==> src/rtl/interleave_sequencer.sv <==
// Round-robin channel sequencer for a 32:1 registered ADC input mux.
// Steps through channels 0..ch_last, holding each for dwell+1 cycles, and
// flags the settled sample one cycle after each channel's strobe cycle.
module interleave_sequencer #(
  parameter int NUM_CH = 32,
  parameter int FCNT_W = 16
) (
  input  logic                       clk,
  input  logic                       GlobalReset,
  input  logic                       enable,
  input  logic                       oneshot,
  input  logic [$clog2(NUM_CH)-1:0]  ch_last,
  input  logic [3:0]                 dwell,
  output logic [$clog2(NUM_CH)-1:0]  x_adc_select,
  output logic                       x_adc_valid,
  output logic [$clog2(NUM_CH)-1:0]  x_adc_ch,
  output logic                       frame_start,
  output logic                       frame_done,
  output logic [FCNT_W-1:0]          frame_count,
  output logic                       busy
);

  localparam int CW = $clog2(NUM_CH);

  typedef enum logic [1:0] {IDLE, RUN, FINISH} state_t;

  state_t            state_q, state_d;
  logic [CW-1:0]     ch_q, ch_d;
  logic [3:0]        dcnt_q, dcnt_d;
  logic [CW-1:0]     chl_q, chl_d;
  logic [3:0]        dwl_q, dwl_d;
  logic              os_q, os_d;
  logic              first_q, first_d;
  logic              valid_q, valid_d;
  logic [CW-1:0]     vch_q, vch_d;
  logic              done_q, done_d;
  logic [FCNT_W-1:0] fcnt_q, fcnt_d;

  logic              running;
  logic              strobe;
  logic              eof;

  // Next-state: channel/dwell stepping, config capture and frame control
  always_comb begin
    state_d = state_q;
    ch_d    = ch_q;
    dcnt_d  = dcnt_q;
    chl_d   = chl_q;
    dwl_d   = dwl_q;
    os_d    = os_q;
    first_d = 1'b0;

    running = (state_q != IDLE);
    strobe  = running && (dcnt_q == dwl_q);
    eof     = strobe && (ch_q == chl_q);

    if (running) begin
      if (strobe) begin
        dcnt_d = '0;
        ch_d   = eof ? '0 : ch_q + CW'(1);
      end else begin
        dcnt_d = dcnt_q + 4'd1;
      end
    end

    unique case (state_q)
      IDLE: begin
        if (enable || oneshot) begin
          state_d = RUN;
          os_d    = !enable;
          chl_d   = ch_last;
          dwl_d   = dwell;
          ch_d    = '0;
          dcnt_d  = '0;
          first_d = 1'b1;
        end
      end
      RUN: begin
        if (eof) begin
          if (enable && !os_q) begin
            chl_d   = ch_last;
            dwl_d   = dwell;
            first_d = 1'b1;
          end else begin
            state_d = IDLE;
          end
        end else if (!enable || os_q) begin
          state_d = FINISH;
        end
      end
      FINISH: begin
        // Re-raised enable turns the frame back into continuous operation.
        if (eof) begin
          state_d = IDLE;
        end else if (enable) begin
          state_d = RUN;
          os_d    = 1'b0;
        end
      end
      default: state_d = IDLE;
    endcase

    valid_d = strobe;
    vch_d   = strobe ? ch_q : vch_q;
    done_d  = eof;
    fcnt_d  = eof ? fcnt_q + FCNT_W'(1) : fcnt_q;
  end

  // Sequencer state registers
  always_ff @(posedge clk or negedge GlobalReset) begin
    if (!GlobalReset) begin
      state_q <= IDLE;
      ch_q    <= '0;
      dcnt_q  <= '0;
      chl_q   <= '0;
      dwl_q   <= '0;
      os_q    <= 1'b0;
      first_q <= 1'b0;
    end else begin
      state_q <= state_d;
      ch_q    <= ch_d;
      dcnt_q  <= dcnt_d;
      chl_q   <= chl_d;
      dwl_q   <= dwl_d;
      os_q    <= os_d;
      first_q <= first_d;
    end
  end

  // Sample qualification, delayed one cycle to line up with the mux output
  always_ff @(posedge clk or negedge GlobalReset) begin
    if (!GlobalReset) begin
      valid_q <= 1'b0;
      vch_q   <= '0;
      done_q  <= 1'b0;
      fcnt_q  <= '0;
    end else begin
      valid_q <= valid_d;
      vch_q   <= vch_d;
      done_q  <= done_d;
      fcnt_q  <= fcnt_d;
    end
  end

  assign busy         = (state_q != IDLE);
  assign x_adc_select = busy ? ch_q : '0;
  assign x_adc_valid  = valid_q;
  assign x_adc_ch     = vch_q;
  assign frame_start  = first_q;
  assign frame_done   = done_q;
  assign frame_count  = fcnt_q;

endmodule

==> config.mk <==
export PLATFORM = sky130hd
export DESIGN_NAME = interleave_sequencer
export DESIGN_NICKNAME = d
export VERILOG_FILES = /design/src/rtl/interleave_sequencer.sv
export SDC_FILE = /design/constraint.sdc
export NUM_CORES = 1
export LEC_CHECK = 0
export CAP_MARGIN = 20
export CORE_MARGIN = 3
export CORE_UTILIZATION = 35
export CTS_CLUSTER_SIZE = 20
export DETAILED_ROUTE_END_ITERATION = 12
export PLACE_DENSITY = 0.67
export SLEW_MARGIN = 15
export SYNTH_ARGS = -nofsm -noshare
export SYNTH_HDL_FRONTEND = slang
export SYNTH_SLANG_ARGS = --single-unit
==> constraint.sdc <==
create_clock -name clk -period 4.5 [get_ports clk]
set_input_delay 0.675 -clock clk [delete_from_list [all_inputs] [get_ports clk]]
set_output_delay 0.675 -clock clk [all_outputs]
set_load 0.01 [all_outputs]
==> metrics.yaml <==
fill_cells: 520
design.portCount: 43
main_combinational_cell_family_by_area_after_synthesis: "simple AND/OR/NAND/NOR gates"
yosysWarningCount: 0
htreeDepth: 2
drt_pre_antenna_iters: 4
numCtsBuffers: 5
initial_core_util_pct: 37.3
yosys_most_used_dff: "dfrtp_1"
cap_viol_max_count: 0
total_leakage_power_nw: 1.24
worst_slew_margin_rel_pct: 55.2
power_switching_share_pct: 36.7
syn-mean-instance-area_um2: 10.4
grt_pass1_vias: 1526
nNetsFinal: 265
layout.cell_area.non_filler_um2: 2720
post_synth_fa_ha_maj_area_fraction_pct: 1.76
viasPerCell: 5.03
timing_max_transition_violations_final: 0
ant_nets: 0
worst_hold_path_type: "in2async"
seq_power_share_pct: 43.8
area_growth_syn_to_layout_pct: 27.6
cts_num_sinks: 45
power_density_nw_per_um2: 504
drt_iter0_drc: 88
route.detailed.drc: 0
slowest_cell_on_the_critical_path: "nor2_1"
synth_xor_xnor_area_share_pct: 9.86
period_minus_slack_ns: 2.99
post-cts-setup-buffer-count: 0
worst_clock_skew_ns: 0.00683
insertion_delay_ns: 0.29
clock_slew_at_the_register_clock_pins_of_the_worst_setup_and_hold_paths_ns: 0.07
critPathCaptureType: "output port"
hpwlAfterDp_um: 3190
wire_length_reported_by_the_detailed_router_um: 4380
cts.path.max_buffers: 2
route.vias.total: 1616
synth-async-reset-ratio_pct: 100
arrival_ns: 2.32
insertedDiodeCount: 0
setup_repair_after_global_routing_missed_its_margin: "false"
power_internal_w: 0.000868
placedInstanceArea_um2: 2610
finalHoldViolations: 0
worstPathBufferInverterCount: 2
share_of_the_synthesized_area_in_compound_gates_ao_oa_aoi_oai_pct: 6.81
die-height_um: 84.0
slowest_delay_ns: 0.52
synth.mux.area_fraction_pct: 5.28
cts_hold_repair.buffers: 0
wl_per_cell_um: 13.7
coreArea_um2: 5710
synth_area_um2: 2130
clock_power_share_pct: 17.9
synthesized_instance_count: 204
final_min_period_over_clock_period_pct: 66.4
buffer_ports.inserted: 42
fp.dieW_um: 84.0
setup-violations-final: 0
synth_cell_type_count: 33
gp_congestion: 0.792
grt_remaining_overflow: 0
grt_start_max_net_pins: 46
critical_path_class: "reg2out"
grt.total_usage_pct: 13.3
dieArea_um2: 7060
grt_first_pass_wirelength_um: 7530
worstMarginPinSlew_ns: 0.664
antenna_found_initial: 0
post_cts_resize_count: 0
crit_required_ns: 3.83
crit_family: "buffers and inverters"
synthSimpleGateAreaFrac_pct: 21.1
cts_tree: "done"
critical_path.startpoint_type: "register"
clockRootBuffer: "clkbuf_8"
layout-drive-gt1-share_pct: 8.84
synth.yosys.seq_area_share_pct: 52.8
critical_path.max_fanout: 13
peak_supply_drop_uv: 202
power.net_switching_w: 0.000504
fp-row-count: 27
critical_path.cell_chain: "nor2_1 > inv_1 > and2_1 > clkdlybuf4s50_1"
ys_seq_elements: 45
outcome: "finished clean"
synth_nets: 220
comb_power_share_pct: 38.3
final.setup.tns_ns: 0
number_of_enable_flip_flop_cells_after_synthesis: 0
fmax_mhz: 334
[logic make-up (layout without fill, tap and decap cells)]
group                    after synthesis  count (layout)
AO/OA/AOI/OAI                         21              21
XOR/XNOR                              24              24
adder cells (fa/ha/maj)                3               3
buffers and inverters                 12              57
flip-flops                            45              45
multiplexers                          10              10
AND/OR/NAND/NOR                       89              89
[per-stage QoR]
step           total power [W]  utilization, %  cells  hold WS [ns]  setup slack, ns
5_1_grt                0.00147            47.6    321         0.268             1.28
4_1_cts                0.00138            47.3    320         0.484             1.48
6_report               0.00137            47.6    321         0.268             1.51
3_5_place_dp           0.00113            45.8    313         0.465             1.78
3_3_place_gp           0.00112            45.8    313         0.461             1.81
2_1_floorplan         0.000963               -    204         0.379             2.49
[power groups by stage]
stage	logic [W]	registers, W	clock network [W]
2_1_floorplan	0.000371	0.000591	0
3_3_place_gp	0.000516	0.000606	0
3_5_place_dp	0.000525	0.000608	0
4_1_cts	0.000528	0.000600	0.000255
5_1_grt	0.000583	0.000616	0.000273
6_report	0.000526	0.000600	0.000246
[final cells by class]
type,count,area [µm²],share of cell area [%]
clock buffer,7,86.3,3.18
inverter,7,26.3,0.966
multi-input combinational,147,955,35.1
sequential,45,1130,41.4
tap,72,90.1,3.31
timing repair buffer,43,435,16.0
[metal layers]
metal  vias to the layer above  routed length (µm)  GRT usage (%)
li1                        804                   -              -
met1                       762                2210           19.0
met2                        44                1910           19.5
met3                         6                 195           3.36
met4                         0                  65           4.82
met5                         -                   0              0
[final timing paths]
| path | from | end | slack [ns] | cells past startpoint |
|---|---|---|---|---|
| hold reg to reg | x_adc_ch[4] | x_adc_ch[4] | 0.48 | 2 |
| min in group clk | x_adc_ch[4] | x_adc_ch[4] | 0.48 | 2 |
| max in group asynchronous | GlobalReset | dwl_q[3] | 3.75 | 2 |
| hold / removal | GlobalReset | frame_count[9] | 0.27 | 1 |
| setup / recovery | state_q[1] | x_adc_select[3] | 1.51 | 4 |
| setup reg to reg | dcnt_q[2] | chl_q[2] | 2.21 | 5 |
[flip-flops by register name (all words and copies together) (netlist names)]
name         count
ch_q             5
chl_q            5
dcnt_q           4
dwl_q            4
frame_count     16
frame_done       1
frame_start      1
os_q             1
state_q          2
x_adc_ch         5
x_adc_valid      1
[layout by cell type, fill, tap and decap left out, types with 7 or more instances in the layout]
| cell | Yosys | layout |
|---|---|---|
| nand2_1 | 29 | 29 |
| nand3_1 | 15 | 15 |
| clkdlybuf4s50_1 | 0 | 41 |
| nor2_1 | 15 | 15 |
| dfrtp_1 | 45 | 45 |
| xor2_1 | 18 | 18 |
| inv_1 | 7 | 7 |
| mux2_2 | 9 | 9 |
[cell usage after synthesis (5+ instances only)]
cell type | n | share of area (%)
dfrtp_1 | 45 | 53
a21oi_1 | 5 | 1.2
xor2_1 | 18 | 7.4
mux2_2 | 9 | 4.8
a31oi_1 | 6 | 1.8
nor2_1 | 15 | 2.6
and2_1 | 6 | 1.8
nor3_1 | 6 | 1.4
xnor2_1 | 6 | 2.5
nand3_1 | 15 | 3.5
nand2_1 | 29 | 5.1
nand4_1 | 6 | 1.8
inv_1 | 7 | 1.2
[worst reg2reg max path: cells and delay by family (launching register included)]
family | cells | cell delay (ns)
flops | 1 | 0.43
xor+xnor | 1 | 0.20
mux | 1 | 0.38
compound gates | 1 | 0.43
simple gates | 2 | 0.73
Power figures use the tool's default switching activity.
